### src/rtl/tex_sram_arbiter_if.sv
// Signal bundle between the texture SRAM arbiter and its neighbours: VGA counters,
// rasterizer texel port, host byte loader and the single-port SRAM macro.
interface tex_sram_arbiter_if;
  logic [9:0] x;
  logic [9:0] y;
  logic [6:0] u_addr;
  logic [6:0] v_addr;
  logic       tex_sel;
  logic       load_start;
  logic       load_plane;
  logic [7:0] load_data;
  logic       load_valid;
  logic       load_ready;
  logic       load_busy;
  logic       load_done;
  logic       sram_cen;
  logic       sram_wen;
  logic [11:0] sram_addr;
  logic [7:0] sram_din;
  logic [7:0] sram_dout;
  logic       texel0;
  logic       texel1;

  modport slave (
    input  x, y, u_addr, v_addr, tex_sel,
    input  load_start, load_plane, load_data, load_valid, sram_dout,
    output load_ready, load_busy, load_done,
    output sram_cen, sram_wen, sram_addr, sram_din, texel0, texel1
  );

  modport master (
    output x, y, u_addr, v_addr, tex_sel,
    output load_start, load_plane, load_data, load_valid, sram_dout,
    input  load_ready, load_busy, load_done,
    input  sram_cen, sram_wen, sram_addr, sram_din, texel0, texel1
  );
endinterface

### src/rtl/tex_sram_arbiter.sv
// Arbitrates the texture SRAM: raster texel reads own it during active video,
// buffered loader bytes are written only during blanking.
module tex_sram_arbiter #(
  parameter int FIFO_DEPTH  = 4,
  parameter int PLANE_BYTES = 2048
) (
  input  logic                clk,
  input  logic                reset_n,
  tex_sram_arbiter_if.slave   bus,
  output logic [1:0]          dbg_state_o
);
  localparam int PW = $clog2(FIFO_DEPTH);

  typedef enum logic [1:0] {
    ST_IDLE = 2'd0,
    ST_LOAD = 2'd1,
    ST_DONE = 2'd2
  } state_e;

  state_e      state_q;
  logic        plane_q;
  logic [11:0] acc_cnt_q;
  logic [11:0] wr_cnt_q;

  logic [7:0]  fifo_mem_q [FIFO_DEPTH];
  logic [PW:0] wr_ptr_q, wr_ptr_d;
  logic [PW:0] rd_ptr_q, rd_ptr_d;

  logic        rd_vld_q;
  logic        sel_q;
  logic [2:0]  bit_idx_q;
  logic        texel0_q, texel1_q;

  logic active, fifo_full, fifo_empty, load_ready, push, rd_slot, wr_slot;

  assign active     = (bus.x < 10'd640) && (bus.y < 10'd480);
  assign fifo_empty = (wr_ptr_q == rd_ptr_q);
  assign fifo_full  = (wr_ptr_q[PW] != rd_ptr_q[PW]) &&
                      (wr_ptr_q[PW-1:0] == rd_ptr_q[PW-1:0]);

  // Loader handshake: a byte transfers on any cycle where load_valid && load_ready;
  // load_valid may not depend on load_ready, and load_data must be stable while valid.
  assign load_ready = (state_q == ST_LOAD) && !fifo_full && (acc_cnt_q < 12'(PLANE_BYTES));
  assign push       = bus.load_valid && load_ready;
  assign rd_slot    = active;
  assign wr_slot    = !active && (state_q == ST_LOAD) && !fifo_empty;

  assign wr_ptr_d = push    ? wr_ptr_q + {{PW{1'b0}}, 1'b1} : wr_ptr_q;
  assign rd_ptr_d = wr_slot ? rd_ptr_q + {{PW{1'b0}}, 1'b1} : rd_ptr_q;

  always_comb begin
    bus.sram_cen  = 1'b1;
    bus.sram_wen  = 1'b1;
    bus.sram_addr = 12'd0;
    bus.sram_din  = 8'd0;
    if (rd_slot) begin
      bus.sram_cen  = 1'b0;
      bus.sram_addr = {bus.tex_sel, bus.v_addr, bus.u_addr[6:3]};
    end else if (wr_slot) begin
      bus.sram_cen  = 1'b0;
      bus.sram_wen  = 1'b0;
      bus.sram_addr = {plane_q, wr_cnt_q[10:0]};
      bus.sram_din  = fifo_mem_q[rd_ptr_q[PW-1:0]];
    end
  end

  always_ff @(posedge clk) begin
    if (push) fifo_mem_q[wr_ptr_q[PW-1:0]] <= bus.load_data;
  end

  always_ff @(posedge clk or negedge reset_n) begin
    if (!reset_n) begin
      wr_ptr_q <= '0;
      rd_ptr_q <= '0;
    end else begin
      wr_ptr_q <= wr_ptr_d;
      rd_ptr_q <= rd_ptr_d;
    end
  end

  always_ff @(posedge clk or negedge reset_n) begin
    if (!reset_n) begin
      state_q   <= ST_IDLE;
      plane_q   <= 1'b0;
      acc_cnt_q <= 12'd0;
      wr_cnt_q  <= 12'd0;
    end else begin
      case (state_q)
        ST_IDLE: if (bus.load_start) begin
          state_q   <= ST_LOAD;
          plane_q   <= bus.load_plane;
          acc_cnt_q <= 12'd0;
          wr_cnt_q  <= 12'd0;
        end
        ST_LOAD: begin
          if (push) acc_cnt_q <= acc_cnt_q + 12'd1;
          if (wr_slot) begin
            wr_cnt_q <= wr_cnt_q + 12'd1;
            if (wr_cnt_q == 12'(PLANE_BYTES - 1)) state_q <= ST_DONE;
          end
        end
        ST_DONE: state_q <= ST_IDLE;
        default: state_q <= ST_IDLE;
      endcase
    end
  end

  // Texel bits hold between reads so blanking never disturbs the last value.
  always_ff @(posedge clk or negedge reset_n) begin
    if (!reset_n) begin
      rd_vld_q  <= 1'b0;
      sel_q     <= 1'b0;
      bit_idx_q <= 3'd0;
      texel0_q  <= 1'b0;
      texel1_q  <= 1'b0;
    end else begin
      rd_vld_q <= rd_slot;
      if (rd_slot) begin
        sel_q     <= bus.tex_sel;
        bit_idx_q <= bus.u_addr[2:0];
      end
      if (rd_vld_q) begin
        texel0_q <= sel_q ? 1'b0 : bus.sram_dout[bit_idx_q];
        texel1_q <= sel_q ? bus.sram_dout[bit_idx_q] : 1'b0;
      end
    end
  end

  assign bus.load_ready = load_ready;
  assign bus.load_busy  = (state_q != ST_IDLE);
  assign bus.load_done  = (state_q == ST_DONE);
  assign bus.texel0     = texel0_q;
  assign bus.texel1     = texel1_q;
  assign dbg_state_o    = state_q;
endmodule
### src/flat_wrapper.sv
// flat-port wrapper written by rule: the top's interface ports become plain ports
module tex_sram_arbiter_flat 
#(
  parameter int FIFO_DEPTH  = 4,
  parameter int PLANE_BYTES = 2048
)
  (clk, reset_n, dbg_state_o, bus_x, bus_y, bus_u_addr, bus_v_addr, bus_tex_sel, bus_load_start, bus_load_plane, bus_load_data, bus_load_valid, bus_sram_dout, bus_load_ready, bus_load_busy, bus_load_done, bus_sram_cen, bus_sram_wen, bus_sram_addr, bus_sram_din, bus_texel0, bus_texel1);
  tex_sram_arbiter_if bus_i ();
  input  logic clk;
  input  logic reset_n;
  output logic [1:0] dbg_state_o;
  input wire logic [$bits(bus_i.x)-1:0] bus_x;
  input wire logic [$bits(bus_i.y)-1:0] bus_y;
  input wire logic [$bits(bus_i.u_addr)-1:0] bus_u_addr;
  input wire logic [$bits(bus_i.v_addr)-1:0] bus_v_addr;
  input wire logic [$bits(bus_i.tex_sel)-1:0] bus_tex_sel;
  input wire logic [$bits(bus_i.load_start)-1:0] bus_load_start;
  input wire logic [$bits(bus_i.load_plane)-1:0] bus_load_plane;
  input wire logic [$bits(bus_i.load_data)-1:0] bus_load_data;
  input wire logic [$bits(bus_i.load_valid)-1:0] bus_load_valid;
  input wire logic [$bits(bus_i.sram_dout)-1:0] bus_sram_dout;
  output wire logic [$bits(bus_i.load_ready)-1:0] bus_load_ready;
  output wire logic [$bits(bus_i.load_busy)-1:0] bus_load_busy;
  output wire logic [$bits(bus_i.load_done)-1:0] bus_load_done;
  output wire logic [$bits(bus_i.sram_cen)-1:0] bus_sram_cen;
  output wire logic [$bits(bus_i.sram_wen)-1:0] bus_sram_wen;
  output wire logic [$bits(bus_i.sram_addr)-1:0] bus_sram_addr;
  output wire logic [$bits(bus_i.sram_din)-1:0] bus_sram_din;
  output wire logic [$bits(bus_i.texel0)-1:0] bus_texel0;
  output wire logic [$bits(bus_i.texel1)-1:0] bus_texel1;
  assign bus_i.x = bus_x;
  assign bus_i.y = bus_y;
  assign bus_i.u_addr = bus_u_addr;
  assign bus_i.v_addr = bus_v_addr;
  assign bus_i.tex_sel = bus_tex_sel;
  assign bus_i.load_start = bus_load_start;
  assign bus_i.load_plane = bus_load_plane;
  assign bus_i.load_data = bus_load_data;
  assign bus_i.load_valid = bus_load_valid;
  assign bus_i.sram_dout = bus_sram_dout;
  assign bus_load_ready = bus_i.load_ready;
  assign bus_load_busy = bus_i.load_busy;
  assign bus_load_done = bus_i.load_done;
  assign bus_sram_cen = bus_i.sram_cen;
  assign bus_sram_wen = bus_i.sram_wen;
  assign bus_sram_addr = bus_i.sram_addr;
  assign bus_sram_din = bus_i.sram_din;
  assign bus_texel0 = bus_i.texel0;
  assign bus_texel1 = bus_i.texel1;
  tex_sram_arbiter #(.FIFO_DEPTH(FIFO_DEPTH), .PLANE_BYTES(PLANE_BYTES)) u_core (.clk(clk), .reset_n(reset_n), .bus(bus_i), .dbg_state_o(dbg_state_o));
endmodule
### config.mk
export PLATFORM = sky130hd
export DESIGN_NAME = tex_sram_arbiter_flat
export DESIGN_NICKNAME = d
export VERILOG_FILES = /design/src/rtl/tex_sram_arbiter_if.sv /design/src/rtl/tex_sram_arbiter.sv /design/src/flat_wrapper.sv
export SDC_FILE = /design/constraint.sdc
export NUM_CORES = 1
export LEC_CHECK = 0
export CAP_MARGIN = 20
export CORE_ASPECT_RATIO = 1.1
export CORE_MARGIN = 1
export CORE_UTILIZATION = 54
export DETAILED_ROUTE_END_ITERATION = 8
export GPL_TIMING_DRIVEN = 0
export PLACE_DENSITY = 0.83
export SLEW_MARGIN = 20
export SYNTH_ARGS = -nofsm -noshare
export SYNTH_HDL_FRONTEND = slang
export SYNTH_SLANG_ARGS = --single-unit
### constraint.sdc
create_clock -name clk -period 3.5 [get_ports clk]
set_input_delay 0.7 -clock clk [delete_from_list [all_inputs] [get_ports clk]]
set_output_delay 0.7 -clock clk [all_outputs]
set_load 0.01 [all_outputs]
==> results.md, run 1 <==
* Status: finished clean
* Largest area contributor in the netlist: dfrtp_1
* Vias in the first global route at 2720
* Fraction of met3 tracks used by global routing at 5.833%
* Endpoint class of the critical path: primary output
* Slew headroom at 39.51%
* Avg Vias per Cell at 5.931
* Cell repeated most along the worst path: clkdlybuf4s50_1
* Minimum setup slack in the final design at 0.1164 ns
* Post-synthesis instance area at 0.003618 mm2
* Power per standard cell area at 755.4 mW/mm2
* Setup repair after global routing missed its margin: yes
* Largest clock skew in the final design at 0.009722 ns
* Max_cap viols at 0
* Yosys top cell area share at 27.66%
* Number of flops mapped to enable cells by yosys at 32
* Die height at 87.86 um
* Chip Width at 80.05 um
* Number of placed cells counting well taps at 446
* Post-place instance area at 0.004454 mm2
* Post-detailed-route DRC marker count at 0
* Clock latency of the later-clocked register in the worst-skew pair at 0.34 ns
* Top achievable clock speed at 0.2955 GHz
* Final design area excluding fillers at 0.004713 mm2
* Routed length per placed instance at 17.45 um
* Max FO, Critical Path at 10
* Max Transition Viols Final at 0
* Beginning of the worst register-to-register path: u_core.dbg_state_o[1]$_DFFE_PN0P_
* Worst path buffer plus inverter count at 4
* Final Cycle Share at 96.67%
* Arr. time, crit path at 2.68 ns
* Post-Synthesis Cells at 293
* PortBufs at 72
* Crit Path Category: input port to primary output
* Clock sinks at 72
* Type of the most critical hold path: input port to asynchronous set/reset pin
* Routing layer with the top usage in global route: met2
* Root Buffer Master: clkbuf_8
* N_diodes at 0
* Critical Path Slowest Stage Cell: clkdlybuf4s50_1
* Sum of overflow across all layers after global routing at 0
* Commonest cells after routing, fill and taps aside: 71 x clkdlybuf4s50_1, 40 x dfrtp_1, 35 x nand2_1, 32 x edfxtp_1, 13 x and3_1
* Share of layout cells above drive strength 1 at 15.84%
* Worst Hold Margin at 0.2776 ns
* Worst slack, placed at -0.2327 ns
* Placement Rows at 30
* Ys Warns at 0
* TritonCTS clock tree: done
* Met2 routing resource usage after global routing at 43.59%
* Final Wtd Congestion at 0.8534
* Routed wire length at 8113 um
* I/O pins at 85
* GR Util met1 at 32.78%
* Iteration-0 DRC Markers at 139
* First-pass DRT Iterations at 4
* Final critical delay including setup and external delays at 3.384 ns
* Ys async rst share at 55.56%
* Cells along the critical path: clkdlybuf4s50_1 -> a41oi_1 -> nand2_2 -> inv_2 -> nor2_4 -> buf_4 -> a22o_1 -> clkdlybuf4s50_1
* Post-Syn Nets at 356
* H-tree levels at 3
* Finish-stage setup viols at 0
* Total Die Area at 0.007033 mm2
* Total Negative Setup Slacks at 0 ns
* Required arrival time at the worst endpoint at 2.80 ns
* Type of origin of the critical path: input port
* Total via count after detailed routing at 2758
* Leak Pwr at 1.908 nW
* Final HPWL DP at 5636 um
* Biggest area contributors in the synthesized netlist: dfrtp_1 28%, edfxtp_1 27%, mux4_2 6.2%
* Cts bufs inserted at 9
* Final instance count without filler cells at 465
* Initial antenna violation count at 0
* Distinct cell type count of the synthesized netlist at 62
* Total routing resource utilization after global routing at 25.63%
* Wire length of the first global-routing pass at 13340 um
* Average cell area after synthesis at 12.35 um2
* Delay of the slowest critical-path stage at 0.53 ns
* CTS clock-pin slew for the worst setup and hold paths at 0.08 ns
* Sequential element share of the synthesized area at 54.22%
* Capture point of the worst reg-to-reg path: u_core.fifo_mem_q[2][7]$_DFFE_PP_
* Minimum setup slack among reg-to-reg paths at 1.13 ns
* Worst vdd rail ir drop at 512.9 uV
* Category of cells accounting for the largest share of critical-path delay: buffers and inverters
* Maximum buffer depth of the clock tree at 2
* Pin count of the biggest net entering global routing at 25
* Most common flop cell mapped by yosys: dfrtp_1
* Final core utilization at 74.74%
* Power, Total at 3.561 mW
* Leading cell type in the layout, fill and taps excluded: clkdlybuf4s50_1
* Initial core utilization at 57.38%
* Worst reg-to-reg path cell count at 5
* Register bit total from synthesis at 72
* Std-Cell Core Area at 0.006306 mm2
* Count of endpoints failing hold in the final timing report at 0
* Remaining antenna violation count at 0
* Tightest Pin Transition at 0.9040 ns
* Post-layout net count at 443
* Area added between synthesis and finish at 30.26%
[registers in the layout, summed over array words and instances, names as in the netlist, 2 cells and up]
signal / cells
u_core.acc_cnt_q: 12
u_core.bit_idx_q: 3
u_core.rd_ptr_q: 3
u_core.wr_cnt_q: 12
u_core.fifo_mem_q: 32
u_core.dbg_state_o: 2
u_core.wr_ptr_q: 3
[power by group]
group / switching [mW] / internal (mW)
Sequential: 0.178 / 1.11
Combinational: 0.751 / 0.781
Clock: 0.330 / 0.409
Total: 1.26 / 2.30
[Yosys cell counts (4+ instances only)]
library cell,n
nor2_1,5
and2_1,6
dfrtp_1,40
nand3_1,11
mux2i_1,8
nand2b_1,5
mux4_2,10
edfxtp_1,32
inv_1,8
nand2_1,36
ha_1,7
a21oi_1,7
o21ai_0,12
and3_1,13
clkbuf_1,4
a22o_1,11
o22ai_1,5
o211ai_1,4
[cells by family after synthesis]
| kind of cell | count (synthesis) | share of synthesized area, % |
|---|---|---|
| mux | 20 | 9.060 |
| compound gates | 64 | 13.49 |
| xor+xnor | 7 | 2.421 |
| simple gates | 100 | 15.21 |
| fa+ha+maj | 7 | 2.420 |
| buf+inv | 23 | 3.181 |
| flops | 72 | 54.22 |
[per-layer routing]
metal | wire (um) | part of all wire [%]
met4 | 133 | 1.6
met3 | 505 | 6.2
met5 | 0 | 0
met2 | 4036 | 50
met1 | 3438 | 42
[cell type report]
type                    instances  area, um2
flip-flops and latches         72       1962
fillers                       420       1593
multi-input cells             198       1544
repair buffers                 76      758.2
clock buffers                   9      123.9
clock inverters                 7      102.6
well taps                      80      100.1
plain buffers                  13      85.08
inverters                      10      37.54
[worst reg2reg max path: cells and delay by family, from the launching register on]
kind | cells | cell delay (ns)
flip-flops | 1 | 0.42
buffers and inverters | 2 | 0.48
AND/OR/NAND/NOR | 2 | 0.58
AO/OA/AOI/OAI | 1 | 0.54
[worst max path at each step]
stage	startpoint	endpoint	cells after the start
after floorplan	bus_y[5]	bus_sram_addr[0]	5
after global placement	bus_y[5]	bus_sram_addr[10]	7
after detailed placement	bus_y[7]	bus_sram_addr[8]	7
after CTS	bus_y[7]	bus_sram_addr[8]	7
after global routing	u_core.dbg_state_o[1]$_DFFE_PN0P_	bus_sram_addr[11]	7
final	bus_y[6]	bus_sram_addr[8]	8
[timing repair]
action                                  4_1_cts  5_1_grt
hold endpoints to repair                      0        0
buffers inserted                              0        3
endpoints found under the setup margin       18       18
hold buffers                                  0        0
resized for setup                             4        6
pin swaps                                     0        1
(Power assumes the default switching activity.)
==> run 2: changes to the inputs <==
--- a/config.mk
+++ b/config.mk
@@ -8,10 +8,11 @@
 export CAP_MARGIN = 20
 export CORE_ASPECT_RATIO = 1.1
 export CORE_MARGIN = 1
-export CORE_UTILIZATION = 54
+export CORE_UTILIZATION = 55
+export CTS_BUF_LIST = sky130_fd_sc_hd__clkbuf_8
 export DETAILED_ROUTE_END_ITERATION = 8
 export GPL_TIMING_DRIVEN = 0
-export PLACE_DENSITY = 0.83
+export PLACE_DENSITY = 0.84
 export SLEW_MARGIN = 20
 export SYNTH_ARGS = -nofsm -noshare
 export SYNTH_HDL_FRONTEND = slang
==> run 2 against run 1 <==
First-iteration DRC count grew 35%. Worst setup slack lost 0.056 ns. Maximum frequency shrank 1.6%. Hold slack lost 0.063 ns. Sequential share of layout area grew 0.48 points. Design area shrank 1.1%.
==> results.md, run 2 (same netlist as run 1, synthesis figures left out) <==
* Max_cap viols at 0
* Std-Cell Core Area at 0.006269 mm2
* TritonCTS clock tree: done
* N_diodes at 0
* Chip Width at 79.34 um
* Placement Rows at 30
* Count of endpoints failing hold in the final timing report at 0
* Slew headroom at 42.91%
* Largest clock skew in the final design at 0.007709 ns
* Sum of overflow across all layers after global routing at 0
* Setup repair after global routing missed its margin: no
* Total Die Area at 0.006908 mm2
* Maximum buffer depth of the clock tree at 2
* CTS clock-pin slew for the worst setup and hold paths at 0.08 ns
* Routed length per placed instance at 17.90 um
* Power, Total at 3.424 mW
* Post-CTS setup-driven buffer insertion count at 0
* Iteration-0 DRC Markers at 187
* Routed wire length at 8270 um
* Remaining antenna violation count at 0
* H-tree levels at 3
* Post-layout net count at 440
* Final core utilization at 74.33%
* Final design area excluding fillers at 0.004659 mm2
* Worst vdd rail ir drop at 459.4 uV
* Post-detailed-route DRC marker count at 0
* Type of the most critical hold path: input port to asynchronous set/reset pin
* Initial core utilization at 57.72%
* Max FO, Critical Path at 9
* Share of layout cells above drive strength 1 at 15.45%
* Final HPWL DP at 5958 um
* I/O pins at 85
* Cts bufs inserted at 9
* Final Wtd Congestion at 0.8335
* Area added between synthesis and finish at 28.77%
* Top achievable clock speed at 0.2908 GHz
* Total routing resource utilization after global routing at 26.20%
* Endpoint class of the critical path: primary output
* Finish-stage setup viols at 0
* Final Cycle Share at 98.27%
* Minimum setup slack among reg-to-reg paths at 1.14 ns
* Crit Path Category: input port to primary output
* Commonest cells after routing, fill and taps aside: 71 x clkdlybuf4s50_1, 40 x dfrtp_1, 35 x nand2_1, 32 x edfxtp_1, 13 x and3_1
* Status: finished clean
* Wire length of the first global-routing pass at 13250 um
* Clock sinks at 72
* Post-place instance area at 0.004454 mm2
* Arr. time, crit path at 2.74 ns
* Worst Hold Margin at 0.2145 ns
* Fillers at 424
* Max Transition Viols Final at 0
* Pin count of the biggest net entering global routing at 31
* Leading cell type in the layout, fill and taps excluded: clkdlybuf4s50_1
* Clock latency of the later-clocked register in the worst-skew pair at 0.35 ns
* Initial antenna violation count at 0
* First-pass DRT Iterations at 5
* Total via count after detailed routing at 2777
* Die height at 87.07 um
* Worst reg-to-reg path cell count at 5
* Required arrival time at the worst endpoint at 2.80 ns
* PortBufs at 72
* Tightest Pin Transition at 0.8532 ns
* Vias in the first global route at 2770
* Leak Pwr at 1.877 nW
* Power per standard cell area at 734.8 mW/mm2
* Avg Vias per Cell at 6.011
* Type of origin of the critical path: input port
* Final critical delay including setup and external delays at 3.439 ns
* Number of flip-flops in the largest register at 32
* Root Buffer Master: clkbuf_8
run 2: power breakdown:
part	total, mW	switching, mW	internal (mW)	leakage, nW
Clock	0.596	0.332	0.265	0.0881
Sequential	1.29	0.181	1.11	0.796
Combinational	1.53	0.753	0.781	0.993
run 2: cell type report:
cell class              instances  area, um2  area share, %
multi-input cells             198       1556          33.40
repair buffers                 73      735.7          15.79
inverters                      10      37.54         0.8056
clock inverters                 7      55.05          1.182
well taps                      80      100.1          2.148
flip-flops and latches         72       1962          42.11
plain buffers                  13      88.84          1.907
clock buffers                   9      123.9          2.658
run 2: timing repair:
item	in CTS	in global routing
pin swaps	0	1
gates resized for setup	6	6
hold buffers	0	0
setup endpoints to repair	18	17
run 2: metal layers:
| layer | wire length, um | global-route usage (%) |
|---|---|---|
| met5 | 0 | 0 |
| met4 | 257 | 15.21 |
| met3 | 472 | 5.445 |
| met2 | 4318 | 43.89 |
| met1 | 3221 | 31.38 |
run 2: through the flow:
| stage | instances | setup TNS [ns] | setup WS [ns] |
|---|---|---|---|
| after floorplan | 293 | 0 | 1.044 |
| after global placement | 445 | -2.421 | -0.2097 |
| after detailed placement | 446 | -2.798 | -0.2551 |
| after CTS | 462 | 0 | 0.03597 |
| after global routing | 462 | 0 | 0.002284 |
| final | 462 | 0 | 0.06068 |
run 2: worst max-delay path, stage by stage:
cell and delay [ns]:
clkdlybuf4s50_1 0.50, a41oi_2 0.19, nand2_4 0.15, inv_2 0.09, nor2_4 0.21, inv_2 0.12, o21ai_0 0.20, clkdlybuf4s50_1 0.57
run 2: path summary, 6_finish.rpt:
check                                                   from                                 to
hold reg to reg                     u_core.sel_q$_DFFE_PN0P_      u_core.bus.texel0$_DFFE_PN0P_
max in group asynchronous                            reset_n     u_core.wr_ptr_q[1]$_DFFE_PN0P_
hold / removal                                       reset_n    u_core.bit_idx_q[2]$_DFFE_PN0P_
setup reg to reg           u_core.dbg_state_o[1]$_DFFE_PN0P_  u_core.fifo_mem_q[2][0]$_DFFE_PP_
min in group clk                    u_core.sel_q$_DFFE_PN0P_      u_core.bus.texel0$_DFFE_PN0P_
setup / recovery                                    bus_y[5]                   bus_sram_addr[9]
==> run 3: changes to the inputs <==
--- a/config.mk
+++ b/config.mk
@@ -10,6 +10,7 @@
 export CORE_MARGIN = 1
 export CORE_UTILIZATION = 55
 export CTS_BUF_LIST = sky130_fd_sc_hd__clkbuf_8
+export CTS_CLUSTER_SIZE = 12
 export DETAILED_ROUTE_END_ITERATION = 8
 export GPL_TIMING_DRIVEN = 0
 export PLACE_DENSITY = 0.84
==> results of run 3 <==
Same layout as run 2: the final DEF is identical, and so are final timing and power.
